`src/rtl/comp_nbit_bist.sv`:
```
// comp_nbit_bist: built-in self-test that sweeps and randomly exercises an n-bit magnitude comparator and checks every response
module comp_nbit_bist #(
    parameter int          n     = 4,
    parameter int          NRAND = 10,
    parameter int          LAT   = 0,
    parameter logic [31:0] SEED  = 32'h0000_0001
) (
    input  logic         clk,
    input  logic         rst_n,
    input  logic         start,
    output logic [n-1:0] a,
    output logic [n-1:0] b,
    input  logic         gt,
    input  logic         eq,
    input  logic         lt,
    output logic         busy,
    output logic         done,
    output logic         pass,
    output logic [15:0]  err_count,
    output logic [n-1:0] fail_a,
    output logic [n-1:0] fail_b
);
    localparam int          W        = 2 * n;
    localparam int          CW       = W + 1;
    localparam int          PL       = (LAT > 0) ? LAT : 1;
    localparam int          E        = W + 4;
    localparam logic [31:0] MASK     = 32'h8020_0003;
    localparam logic [31:0] SEED_EFF = (SEED == 32'd0) ? 32'd1 : SEED;

    typedef enum logic [2:0] {IDLE, SWEEP, RAND, DRAIN, DONE} state_t;

    state_t        state;
    logic [CW-1:0] vcnt;
    logic [CW-1:0] vnext;
    logic [15:0]   rcnt;
    logic [31:0]   lfsr;
    logic [31:0]   lfsr_next;
    logic          first_seen;
    logic [E-1:0]  pipe [PL];
    logic [E-1:0]  cur;
    logic [E-1:0]  chk;
    logic          mism;
    logic [15:0]   err_next;
    logic          sweep_end;
    logic          rand_end;
    logic          drain_end;
    logic          to_done;

    // Entry layout {valid, a, b, expected gt/eq/lt}; the checked entry is the live vector or the one delayed LAT cycles
    always_comb begin
        cur       = {(state == SWEEP) || (state == RAND), a, b, a > b, a == b, a < b};
        chk       = (LAT == 0) ? cur : pipe[PL-1];
        mism      = chk[E-1] && (chk[2:0] != {gt, eq, lt});
        err_next  = (mism && err_count != 16'hFFFF) ? err_count + 16'd1 : err_count;
        lfsr_next = lfsr[0] ? ((lfsr >> 1) ^ MASK) : (lfsr >> 1);
        vnext     = vcnt + 1'b1;
        sweep_end = (state == SWEEP) && vnext[W];
        rand_end  = (state == RAND) && (rcnt == 16'(NRAND - 1));
        drain_end = (state == DRAIN) && (rcnt == 16'(LAT - 1));
        to_done   = (sweep_end && NRAND == 0 && LAT == 0) || (rand_end && LAT == 0) || drain_end;
    end

    // Sequencer, response pipeline, error accounting and first-failure capture
    always_ff @(posedge clk or negedge rst_n) begin
        if (!rst_n) begin
            state      <= IDLE;
            a          <= '0;
            b          <= '0;
            vcnt       <= '0;
            rcnt       <= '0;
            lfsr       <= SEED_EFF;
            busy       <= 1'b0;
            done       <= 1'b0;
            pass       <= 1'b0;
            err_count  <= '0;
            fail_a     <= '0;
            fail_b     <= '0;
            first_seen <= 1'b0;
            for (int i = 0; i < PL; i++) pipe[i] <= '0;
        end else begin
            pipe[0] <= cur;
            for (int i = 1; i < PL; i++) pipe[i] <= pipe[i-1];
            err_count <= err_next;
            if (mism && !first_seen) begin
                first_seen <= 1'b1;
                fail_a     <= chk[E-2 -: n];
                fail_b     <= chk[E-2-n -: n];
            end
            case (state)
                IDLE, DONE: if (start) begin
                    state      <= SWEEP;
                    {a, b}     <= '0;
                    vcnt       <= '0;
                    lfsr       <= SEED_EFF;
                    busy       <= 1'b1;
                    done       <= 1'b0;
                    pass       <= 1'b0;
                    err_count  <= '0;
                    fail_a     <= '0;
                    fail_b     <= '0;
                    first_seen <= 1'b0;
                end
                SWEEP: if (!sweep_end) begin
                    vcnt   <= vnext;
                    {a, b} <= vnext[W-1:0];
                end else if (NRAND > 0) begin
                    state  <= RAND;
                    {a, b} <= lfsr[W-1:0];
                    lfsr   <= lfsr_next;
                    rcnt   <= '0;
                end else if (LAT > 0) begin
                    state <= DRAIN;
                    rcnt  <= '0;
                end
                RAND: if (!rand_end) begin
                    {a, b} <= lfsr[W-1:0];
                    lfsr   <= lfsr_next;
                    rcnt   <= rcnt + 16'd1;
                end else if (LAT > 0) begin
                    state <= DRAIN;
                    rcnt  <= '0;
                end
                DRAIN: if (!drain_end) rcnt <= rcnt + 16'd1;
                default: state <= IDLE;
            endcase
            if (to_done) begin
                state  <= DONE;
                busy   <= 1'b0;
                done   <= 1'b1;
                pass   <= (err_next == 16'd0);
                {a, b} <= '0;
            end
        end
    end
endmodule

```
`config.mk`:
```
export PLATFORM = sky130hd
export DESIGN_NAME = comp_nbit_bist
export DESIGN_NICKNAME = d
export VERILOG_FILES = /design/src/rtl/comp_nbit_bist.sv
export SDC_FILE = /design/constraint.sdc
export NUM_CORES = 1
export LEC_CHECK = 0
export CAP_MARGIN = 10
export CORE_MARGIN = 2
export CORE_UTILIZATION = 63
export CTS_CLUSTER_SIZE = 12
export DETAILED_ROUTE_END_ITERATION = 6
export HOLD_SLACK_MARGIN = 0.12
export PLACE_DENSITY_LB_ADDON = 0.25
export SYNTH_ARGS = -nofsm -noshare
export SYNTH_HDL_FRONTEND = slang
export SYNTH_SLANG_ARGS = --single-unit
```
`constraint.sdc`:
```
create_clock -name clk -period 7.3 [get_ports clk]
set_input_delay 1.46 -clock clk [delete_from_list [all_inputs] [get_ports clk]]
set_output_delay 1.46 -clock clk [all_outputs]
set_load 0.05 [all_outputs]
```
Word level (Yosys, flattened, before mapping). Cells that the tools add are included.

Logic and storage cells: 106. Register bits: 96. Output and inout port bits: 35. Input bits: 6.

$add $sub $neg: 3. Multiplexer cells: 44. Eq/ne operators: 18. Reduce and logical (&&, ||, !) cells: 25. Bitwise gates (word level): 1. Magnitude comparators: 2.

Operators with widths (count): $mux W32 (4); $mux W16 (6); $pmux W32 S3 (1); $mux W4 (13); $pmux W16 S3 (1); $add A16 B1 Y16 const B (2); $pmux W4 S3 (2); $mux W9 (2); $pmux W9 S2 (1); $eq A16 B16 Y1 const B (1); $eq A16 B4 Y1 const B (1); $logic_not A16 Y1 (1); $ne A16 B16 Y1 const B (1); $mux W1 (10); $ne A2 B2 Y1 const B (5); $add A9 B1 Y9 const B (1); $mux W3 (3); $ne A3 B3 Y1 const B (3); $pmux W3 S3 (1); $reduce_and A3 Y1 (3); $reduce_and A4 Y1 (2); $eq A3 B2 Y1 const B (2); $logic_and A1 B1 Y1 (6); $reduce_bool A2 Y1 (3); 15 further kinds (18).

Longest topological paths before layout.
Depth in word-level cells: 7. Mapped depth: 12. Gate-level depth less buffers: 11.

Worst setup path after synthesis. OpenSTA, ideal clock, no wires.

Kind: input -> register. Start point: in eq. End point: reg pass. Data required time: 7.173 ns. Library setup time: 0.127 ns. Slack: 4.379 ns. Arrival: 2.793 ns. Cell stages on the path: 9. Path buffers: 1. Cells stage by stage: nand2_1 -> a211o_1 -> a21o_1 -> and3_1 -> buf_2 -> xnor2_1 -> and3_1 -> o2111ai_1 -> o21ai_1.

Longest elaborated chain between the ends: 6.

Ends and longest elaborated chain: start, declared (RTL line 14) `input logic eq,`; $ne A3 B3 Y1 (RTL line 53) `mism = chk[E-1] && (chk[2:0] != {gt, eq, lt});`; $logic_and A1 B1 Y1 (RTL line 53); $logic_and A1 B1 Y1 (RTL line 54) `err_next = (mism && err_count != 16'hFFFF) ? err_count + 16'd1 : err_count;`; $mux W16 (RTL line 54); $logic_not A16 Y1 (RTL line 130) `pass <= (err_next == 16'd0);`; $mux W1 (RTL line 126) `if (to_done) begin`; end signal, assigned (RTL line 130); end, declared (RTL line 18) `output logic pass,`.

No other way between the ends. A chain may end at the register's enable or synchronous reset.

Final worst setup path. Same ends and word-level chain as after synthesis.

==> impl_metrics.toml <==
[place]
placed_area_mm2 = 0.005328
place_congestion = 0.8618
portBuffers = 40
hpwl_mm = 6.689

[clock_tree]
clk_path_buf_depth = 2
cts-hold-fix-buffers = 0
cts_max_level = 3
cts_sinks = 96
ctsResizeCount = 0
cts.reportedPaths.clkPinSlew_ns = 0.09
insertion_delay_ns = 0.36
clockRootBuffer = "clkbuf_8"
cts_setup_buffers = 0
cts_tree = "yes"
cts_buffers = 9

[hold_path]
worstHoldPathCells = 2
worstHoldEndpoint = "lfsr[24]"
min_path_type = "register to register"
min-delay-start = "lfsr[24]"

[worst_setup_path]
regToRegSetupSlack_ns = 4.46
required_ns = 7.54
setup.worst_path.end_class = "register"
worstPathMaxFanout = 8
rr_endpoint = "rcnt[15]"
arrival_ns = 3.47
rr_startpoint = "rcnt[0]"
crit_type = "input port to register"
worstSetupStartpointType = "input port"
rr_worst_depth = 10

[die]
io_pins = 41
rows = 32
die_h_um = 92.29
die_area_mm2 = 0.008517
start_util_pct = 64.22
core_area_mm2 = 0.007647
dieWidth_um = 92.29

[synthesis]
synth_cells = 542
ys_warn_count = 0
synth_top_area_share_pct = 48.41
synth_edf_count = 0
synth_area_leaders = "dfrtp_1, nand2_1, o21ai_0"
syn-num-nets = 556
synth-main-ff-cell = "dfrtp_1"
synth_cell_type_count = 59
avgSynthCellArea_um2 = 9.061
synthArstFlopShare_pct = 100.0
ys_seq_area_share_pct = 48.94
yosysTopAreaCell = "dfrtp_1"
netlist_area_mm2 = 0.004911
synth_seq_cells = 96

[pwr]
swShare_pct = 32.15
cellPowerDensity_mw_per_mm2 = 206.2
total_power_mw = 1.134
p_seq_share_pct = 52.6
power.leakage_nw = 2.427
intPower_mw = 0.7696
combinationalPowerShare_pct = 19.8
ir_worst_vdd_v = 0.0001133
p_switching_mw = 0.3647
power_frac_clock_pct = 27.6

[global_routing]
grt_pass1_wl_mm = 17.04
overflow = 0
grt_max_degree = 63
antenna_found_initial = 0
grt_pass1_vias = 3659
grt.total_usage_pct = 24.92

[timing]
clock.fmax_ghz = 0.3091
rsz0062_at_grt = "false"
setup_viol = 0
relSlewSlack_pct = 51.14
skew_ns = 0.01075
fin_crit_ns = 3.236
finalSetupTns_ns = 0
hold_viol = 0
worst_slew_pin_slew_ns = 0.7329
final_max_slew_viol_count = 0
finalCritPeriodShare_pct = 44.32

[detailed_routing]
wl_met1_mm = 4.477
top_layer_used = "met4"
via_count = 3915
drtIter0Drc = 218
wl_met2_mm = 4.758
routed_wl_mm = 9.740
viasPerCell = 5.791
drtPass1Iterations = 4
wire_per_inst_um = 14.41
wl_met3_um = 320
drcViolationCount = 0
detail-route-antenna-nets = 0

[cells_and_area]
final_net_count = 584
fin_area_mm2 = 0.005500
final_cell_mix = "nand2_1, dfrtp_1, o21ai_0"
drive_above_1_share_pct = 6.794
area_growth_pct = 12.00
final_common_cell = "nand2_1"
insertedDiodeCount = 0

[flow_run]
cap_viol_max_count = 0

[status]
status = "finished, final reports clean"
[cells by family after synthesis]
logic type | count (synthesis) | synth area share [%]
simple gates | 240 | 23.34
compound gates | 121 | 14.34
flops | 96 | 48.94
buf+inv | 37 | 3.771
xor+xnor | 29 | 5.325
mux | 11 | 2.242
fa+ha+maj | 8 | 2.038
[sequential cells by signal, summed over array words and instances (netlist names), 3 cells and up]
register,flops
a,4
fail_a,4
fail_b,4
b,4
rcnt,16
err_count,16
vcnt,9
state,3
lfsr,32
[power groups by stage]
stage	registers [mW]	logic (mW)	clock network, mW
3_5_place_dp	0.606	0.225	0
2_1_floorplan	0.664	0.0943	0
3_3_place_gp	0.605	0.222	0
5_1_grt	0.603	0.241	0.347
4_1_cts	0.597	0.226	0.322
6_report	0.597	0.224	0.313
[worst max-delay path, stage by stage]
cell	delay, ns
clkdlybuf4s50_1	0.53
nand2_1	0.08
a211o_1	0.27
a21o_1	0.26
and3_1	0.26
xnor2_1	0.16
and3_1	0.19
o2111ai_1	0.16
o21ai_1	0.09
[per-stage QoR]
step                worst slack [ns]  cells  utilization, %  hold slack [ns]
detailed placement             3.713    661           69.67           0.4710
finish                         4.065    676           71.92           0.4871
CTS                            4.063    676           71.92           0.4914
global route                   3.935    676           71.92           0.5174
global placement               3.821    661           69.67           0.4613
floorplan                      4.379    542               -           0.4484
[Yosys cell counts, types with 2 or more instances]
library cell,instances
clkbuf_1,12
or3_1,6
nor3b_1,2
or2_2,2
and3_1,19
buf_6,4
nand2_1,103
nor3_1,7
nor2_1,53
nand3_1,14
buf_2,10
a21o_1,7
ha_1,8
a31oi_1,4
mux2i_1,11
nand2b_1,4
xnor2_1,16
nor2b_1,2
and4_1,3
nor4b_1,2
inv_1,9
a22oi_1,3
nor4_1,3
nor2_2,2
o21ai_1,14
o31ai_1,3
o21ai_0,64
xor2_1,12
nand4_1,7
a21oi_1,13
dfrtp_1,95
[per-layer routing]
metal  up-vias  track usage [%]
li1       1924                -
met1      1888            34.79
met2        85            39.22
met3        18            3.662
met4         0            11.07
met5         -                0
[cell type report]
type | count | area, µm²
repair buffers | 44 | 427.9
clock buffers | 11 | 141.4
flip-flops and latches | 96 | 2404
multi-input cells | 409 | 2331
fillers | 575 | 2147
clock inverters | 4 | 31.28
well taps | 102 | 127.6
inverters | 10 | 37.54
[worst max-delay path by stage]
stage | start | endpoint | slack, ns
3_3_place_gp | eq | pass | 3.82
5_1_grt | eq | pass | 3.94
6_report | eq | pass | 4.06
2_1_floorplan | eq | pass | 4.38
3_5_place_dp | eq | pass | 3.71
4_1_cts | err_count[5] | err_count[5] | 4.06
Note: power is estimated with default switching activity, not from simulation.
